`config.mk`:
```
export PLATFORM = sky130hd
export DESIGN_NAME = cap_frame_ctrl
export DESIGN_NICKNAME = d
export VERILOG_FILES = /design/src/rtl/cap_pkg.sv /design/src/rtl/cap_geom_check.sv /design/src/rtl/cap_frame_ctrl.sv
export SDC_FILE = /design/constraint.sdc
export NUM_CORES = 1
export LEC_CHECK = 0
export CAP_MARGIN = 15
export CORE_ASPECT_RATIO = 0.8
export CORE_UTILIZATION = 48
export DETAILED_ROUTE_END_ITERATION = 12
export PLACE_DENSITY = 0.76
export SYNTH_ARGS = -nofsm -noshare
export SYNTH_HDL_FRONTEND = slang
export SYNTH_HIERARCHICAL = 1
export SYNTH_SLANG_ARGS = --single-unit
```
`constraint.sdc`:
```
create_clock -name pclk -period 2.38 [get_ports pclk]
set_clock_uncertainty 0.05 [all_clocks]
set_input_delay 0.238 -clock pclk [delete_from_list [all_inputs] [get_ports pclk]]
set_output_delay 0.238 -clock pclk [all_outputs]
set_load 0.05 [all_outputs]
```
`src/rtl/cap_pkg.sv`:
```
// Shared types and default sensor geometry for the frame capture controller.
package cap_pkg;

  typedef enum logic [1:0] {
    IDLE     = 2'd0,
    ARM      = 2'd1,
    WAIT_SOF = 2'd2,
    CAPTURE  = 2'd3
  } cap_state_t;

  localparam int unsigned DEF_LINE_PIXELS = 640;
  localparam int unsigned DEF_FRAME_LINES = 480;
  localparam int unsigned DEF_DW          = 16;

endpackage

```
`src/rtl/cap_geom_check.sv`:
```
// Line-length and frame-height checker: counts gated pixels per line and lines
// per frame, raising sticky error flags that clear on an accepted start.
module cap_geom_check
  import cap_pkg::*;
#(
  parameter int unsigned LINE_PIXELS = DEF_LINE_PIXELS,
  parameter int unsigned FRAME_LINES = DEF_FRAME_LINES
) (
  input  logic pclk,
  input  logic reset,
  input  logic clr,
  input  logic lv_q,
  input  logic lv_prev,
  input  logic line_end,
  input  logic fall,
  input  logic pass,
  output logic err_line,
  output logic err_frame
);

  localparam int unsigned PW = $clog2(2 * LINE_PIXELS + 1);
  localparam int unsigned LW = $clog2(2 * FRAME_LINES + 1);
  localparam logic [PW-1:0] PIX_EXP  = PW'(LINE_PIXELS);
  localparam logic [PW-1:0] PIX_MAX  = PW'(2 * LINE_PIXELS);
  localparam logic [LW-1:0] LINE_EXP = LW'(FRAME_LINES);
  localparam logic [LW-1:0] LINE_MAX = LW'(2 * FRAME_LINES);

  logic [PW-1:0] pix_cnt_q, pix_cnt_d;
  logic [LW-1:0] line_cnt_q, line_cnt_d;
  logic          err_line_q, err_line_d;
  logic          err_frame_q, err_frame_d;
  logic          eol;
  logic [LW-1:0] line_nxt;

  always_comb begin
    pix_cnt_d   = pix_cnt_q;
    line_cnt_d  = line_cnt_q;
    err_line_d  = err_line_q;
    err_frame_d = err_frame_q;
    // FV dropping while LV was still high closes the open line too
    eol      = line_end | (fall & lv_prev);
    line_nxt = line_cnt_q;

    if (eol) begin
      if (pass && (pix_cnt_q != PIX_EXP)) begin
        err_line_d = 1'b1;
      end
      pix_cnt_d = '0;
    end else if (lv_q && pass && (pix_cnt_q != PIX_MAX)) begin
      pix_cnt_d = pix_cnt_q + 1'b1;
    end

    if (eol && pass && (line_cnt_q != LINE_MAX)) begin
      line_nxt = line_cnt_q + 1'b1;
    end

    // Height is judged on the count including a line closed by this same fall
    if (fall) begin
      if (pass && (line_nxt != LINE_EXP)) begin
        err_frame_d = 1'b1;
      end
      line_cnt_d = '0;
    end else begin
      line_cnt_d = line_nxt;
    end

    if (clr) begin
      pix_cnt_d   = '0;
      line_cnt_d  = '0;
      err_line_d  = 1'b0;
      err_frame_d = 1'b0;
    end
  end

  always_ff @(posedge pclk or posedge reset) begin
    if (reset) begin
      pix_cnt_q   <= '0;
      line_cnt_q  <= '0;
      err_line_q  <= 1'b0;
      err_frame_q <= 1'b0;
    end else begin
      pix_cnt_q   <= pix_cnt_d;
      line_cnt_q  <= line_cnt_d;
      err_line_q  <= err_line_d;
      err_frame_q <= err_frame_d;
    end
  end

  assign err_line  = err_line_q;
  assign err_frame = err_frame_q;

endmodule

```
`src/rtl/cap_frame_ctrl.sv`:
```
// Frame-level capture controller: arms on command, gates the sensor stream to
// whole frames through a 2-stage pipeline, and counts completed frames.
module cap_frame_ctrl
  import cap_pkg::*;
#(
  parameter int unsigned LINE_PIXELS = DEF_LINE_PIXELS,
  parameter int unsigned FRAME_LINES = DEF_FRAME_LINES,
  parameter int unsigned DW          = DEF_DW
) (
  input  logic          pclk,
  input  logic          reset,
  input  logic          FV,
  input  logic          LV,
  input  logic [DW-1:0] D_IN,
  input  logic          cmd_start,
  input  logic          cmd_stop,
  input  logic [7:0]    cfg_frames,
  output logic          FV_O,
  output logic          LV_O,
  output logic [DW-1:0] D_O,
  output logic          busy,
  output logic          frame_done,
  output logic [7:0]    frames_captured,
  output logic          err_line,
  output logic          err_frame
);

  cap_state_t    state_q, state_d;
  logic          fv_q, lv_q;
  logic [DW-1:0] d_q;
  logic          fv_prev_q, lv_prev_q;
  logic          fv_o_q, lv_o_q;
  logic [DW-1:0] d_o_q;
  logic          stop_pend_q, stop_pend_d;
  logic [7:0]    cfg_q, cfg_d;
  logic [7:0]    frames_q, frames_d;
  logic          frame_done_q, frame_done_d;
  logic          clr;
  logic          rise, fall, line_end, pass;

  assign rise     = fv_q & ~fv_prev_q;
  assign fall     = ~fv_q & fv_prev_q;
  assign line_end = ~lv_q & lv_prev_q;
  // A stop coinciding with start-of-frame must not leak a one-cycle fragment
  assign pass     = (state_q == CAPTURE) |
                    ((state_q == WAIT_SOF) & rise & ~cmd_stop);

  always_comb begin
    state_d      = state_q;
    stop_pend_d  = stop_pend_q;
    cfg_d        = cfg_q;
    frames_d     = frames_q;
    frame_done_d = 1'b0;
    clr          = 1'b0;

    case (state_q)
      IDLE: begin
        stop_pend_d = 1'b0;
        if (cmd_start && !cmd_stop) begin
          cfg_d    = cfg_frames;
          frames_d = '0;
          clr      = 1'b1;
          state_d  = ARM;
        end
      end
      ARM: begin
        if (cmd_stop) begin
          state_d = IDLE;
        end else if (!fv_q) begin
          state_d = WAIT_SOF;
        end
      end
      WAIT_SOF: begin
        if (cmd_stop) begin
          state_d = IDLE;
        end else if (rise) begin
          state_d = CAPTURE;
        end
      end
      CAPTURE: begin
        if (cmd_stop) begin
          stop_pend_d = 1'b1;
        end
        if (fall) begin
          frame_done_d = 1'b1;
          frames_d     = frames_q + 8'd1;
          if (stop_pend_q || cmd_stop ||
              ((cfg_q != 8'd0) && (frames_d == cfg_q))) begin
            state_d     = IDLE;
            stop_pend_d = 1'b0;
          end else begin
            state_d = WAIT_SOF;
          end
        end
      end
      default: state_d = IDLE;
    endcase
  end

  always_ff @(posedge pclk or posedge reset) begin
    if (reset) begin
      state_q      <= IDLE;
      fv_q         <= 1'b0;
      lv_q         <= 1'b0;
      d_q          <= '0;
      fv_prev_q    <= 1'b0;
      lv_prev_q    <= 1'b0;
      fv_o_q       <= 1'b0;
      lv_o_q       <= 1'b0;
      d_o_q        <= '0;
      stop_pend_q  <= 1'b0;
      cfg_q        <= '0;
      frames_q     <= '0;
      frame_done_q <= 1'b0;
    end else begin
      state_q      <= state_d;
      fv_q         <= FV;
      lv_q         <= LV;
      d_q          <= D_IN;
      fv_prev_q    <= fv_q;
      lv_prev_q    <= lv_q;
      fv_o_q       <= fv_q & pass;
      lv_o_q       <= lv_q & pass;
      d_o_q        <= d_q;
      stop_pend_q  <= stop_pend_d;
      cfg_q        <= cfg_d;
      frames_q     <= frames_d;
      frame_done_q <= frame_done_d;
    end
  end

  cap_geom_check #(
    .LINE_PIXELS(LINE_PIXELS),
    .FRAME_LINES(FRAME_LINES)
  ) u_geom (
    .pclk     (pclk),
    .reset    (reset),
    .clr      (clr),
    .lv_q     (lv_q),
    .lv_prev  (lv_prev_q),
    .line_end (line_end),
    .fall     (fall),
    .pass     (pass),
    .err_line (err_line),
    .err_frame(err_frame)
  );

  assign FV_O            = fv_o_q;
  assign LV_O            = lv_o_q;
  assign D_O             = d_o_q;
  assign busy            = (state_q != IDLE);
  assign frame_done      = frame_done_q;
  assign frames_captured = frames_q;

endmodule

```
==> impl_metrics.toml <==
[flow_run]
drv_cap = 0

[critical_path]
startpoint_type = "flip-flop"
r2r-end = "u_geom/err_frame"
reg2regPathDepth = 10
path_buf_inv = 3
worstPathArrival_ns = 2.47
crit_slowest_cell = "dfrtp_1"
crit_type = "reg -> reg"
crit_end = "u_geom/err_frame"
cp_common_cell = "inv_1"
crit_path_cell_trace = "inv_1 -> ha_2 -> nor3b_2 -> nor2_1 -> inv_1 -> buf_4 -> nand2b_1 -> nor2_2 -> or3_1 -> a221o_1"
ff2ff_setup_slack_ns = 0.09
crit_fanout = 6
reg2reg_from = "state_q[0]"
worst-path-stages = 10
worstPathRequired_ns = 2.57
slowest_delay_ns = 0.38
crit_start = "state_q[0]"
end_kind = "flip-flop"
critPathTopFamily = "simple AND/OR/NAND/NOR gates"

[layout]
synthToLayoutAreaGrowth_pct = 27.7
fin_cells = 485
fin_area_um2 = 4550
drive_above_1_share_pct = 11.8
final_cell_mix = "81 x dfrtp_1, 58 x clkdlybuf4s50_1, 26 x nor2_1, 19 x o21ai_0"
seq_area_um2 = 2030
layout_commonest_cell = "dfrtp_1"
final_nets = 432
multi_input_comb_area_um2 = 1480
n_antenna_cell = 0
fill_cells = 574

[logic_synthesis]
synthDistinctLibCells = 53
synthFlopType = "dfrtp_1"
ys_ff_latch = 81
syn-cell-area_um2 = 3560
syn_inst = 323
yosysWarnings = 6
syn_area_per_cell_um2 = 11.0
syn_nets = 362
seq_area_frac_synth_pct = 56.9
synth_edf_count = 0
synthArstFlopShare_pct = 100

[grt]
grt_usage_pct = 19.6
grt_remaining_overflow = 0
grt_use_met2_pct = 31.3
busiest_layer = "met2"
met1_usage_pct = 25.9
met3_usage_pct = 6.07
grt_pass1_vias = 2556
antenna_found_initial = 0
grt_max_degree = 33
grt_pass1_wl_um = 12000

[floorplanning]
dieArea_um2 = 7770
initial_core_util_pct = 50.7
dieHeight_um = 79.1
coreArea_um2 = 7030
fp-row-count = 27
io_pins = 60
die_width_um = 98.3

[clock_tree]
clk_path_buf_depth = 2
cts_sinks = 81
cts_tree = "yes"
cts.clk_slew.worst_paths_ns = 0.09
cts_buffers = 9
root_buffer = "clkbuf_8"
clk_latency_ns = 0.35
hold_buffers = 0
htreeDepth = 3

[routing]
routed_wl_um = 7020
antenna_left = 0
drc = 0
vias = 2598
drt_pre_antenna_iters = 6
avgViaCountPerCell = 5.36
drtIter0Drc = 89
wl_per_cell_um = 14.5

[timing]
worst_slew_pin_slew_ns = 0.622
final-hold-violation-count = 0
slew_headroom_pct = 58.5
finalCritPeriodShare_pct = 96.2
rsz0062_at_grt = "true"
drv_slew = 0
tns_ns = 0
fmax_ghz = 0.437
finalSetupViolations = 0
period_minus_slack_ns = 2.29

[pwr]
power_per_cell_area_nw_per_um2 = 814
p_leak_nw = 1.93
ir_drop_v = 0.000537

[run_status]
status = "completed"

[place]
place_inst = 468
place_area_um2 = 4280
gp_congestion = 0.843
io_buffers = 59
hpwl_um = 5010

[hold_path]
min_path_type = "in -> async"
## per-layer routing
| metal | part of all wire [%] | up-vias |
|---|---|---|
| met5 | 0 | - |
| met4 | 1.0 | 0 |
| met3 | 5.6 | 7 |
| met2 | 47 | 54 |
| met1 | 47 | 1272 |
| li1 | - | 1265 |
## report_power, final
group | total, W | switching [W] | internal [W]
logic | 0.000994 | 0.000572 | 0.000421
registers | 0.00166 | 0.000133 | 0.00152
clock network | 0.00105 | 0.000544 | 0.000509
total | 0.00370 | 0.00125 | 0.00245
## cell usage after synthesis, drive strengths merged, types with 6 or more instances
master	count	area share [%]
nand4	6	1.1
buf	8	1.3
ha	9	3.2
nor3	7	1.3
a21oi	18	2.5
nand2	19	2.1
or3	7	1.3
nand2b	8	1.4
dfrtp	81	57
nor2	27	2.9
inv	15	1.6
xor2	9	2.2
o21ai	21	2.9
mux2	7	2.2
nand3	6	0.84
nor2b	8	1.4
xnor2	16	3.9
## worst min-delay path: stages
cell	delay, ns
clkdlybuf4s50_1	0.43
inv_1	0.06
buf_4	0.29
## cell type report
class                   count  area share (%)
clock buffers               9            2.72
clock inverters             7            1.84
inverters                  15            1.24
multi-input cells         218            32.5
flip-flops and latches     81            44.6
well taps                  87            2.39
repair buffers             68            14.8
## logic make-up (layout without fill, tap and decap cells)
logic type / after synthesis / in the layout / synth area share [%]
and+or+nand+nor: 114 / 114 / 17.8
xor gates and xnor gates: 25 / 25 / 6.14
adders and majority gates: 9 / 9 / 3.16
DFF: 81 / 81 / 56.9
AOI/OAI and AO/OA: 61 / 61 / 10.3
buffers and inverters: 24 / 99 / 3.02
muxes: 9 / 9 / 2.77
## repair_timing
item                                    4_1_cts  5_1_grt
endpoints found under the setup margin        1        9
pin swaps                                     0        2
endpoints found under the hold margin         0        0
gates resized for setup                       2        9
setup buffers                                 0        1
## stage by stage
step,hold WS (ns),power [W],setup WS (ns),util [%]
2_1_floorplan,0.190,0.00233,0.107,-
3_3_place_gp,0.282,0.00262,0.0638,61.0
3_5_place_dp,0.286,0.00265,-0.0144,61.0
4_1_cts,0.235,0.00371,0.0232,64.1
5_1_grt,0.248,0.00391,-0.0664,64.7
6_report,0.228,0.00370,0.0906,64.7
## sequential cells by signal (all words and copies together), names as in the netlist
register / count
D_O: 16
FV_O: 1
LV_O: 1
cfg_q: 8
d_q: 16
frame_done: 1
frames_captured: 8
fv_prev_q: 1
fv_q: 1
lv_prev_q: 1
lv_q: 1
state_q: 2
stop_pend_q: 1
u_geom/err_frame: 1
u_geom/err_line: 1
u_geom/line_cnt_q: 10
u_geom/pix_cnt_q: 11
## how the worst min path moves through the flow
stage,from,to,slack [ns]
after global placement,d_q[5],D_O[5],0.28
after global routing,reset,u_geom/pix_cnt_q[5],0.25
final,reset,u_geom/pix_cnt_q[4],0.23
after CTS,reset,u_geom/line_cnt_q[5],0.24
after detailed placement,d_q[11],D_O[11],0.29
after floorplan,reset,u_geom/err_frame,0.19
No activity file was read; power rests on OpenSTA's default activity.
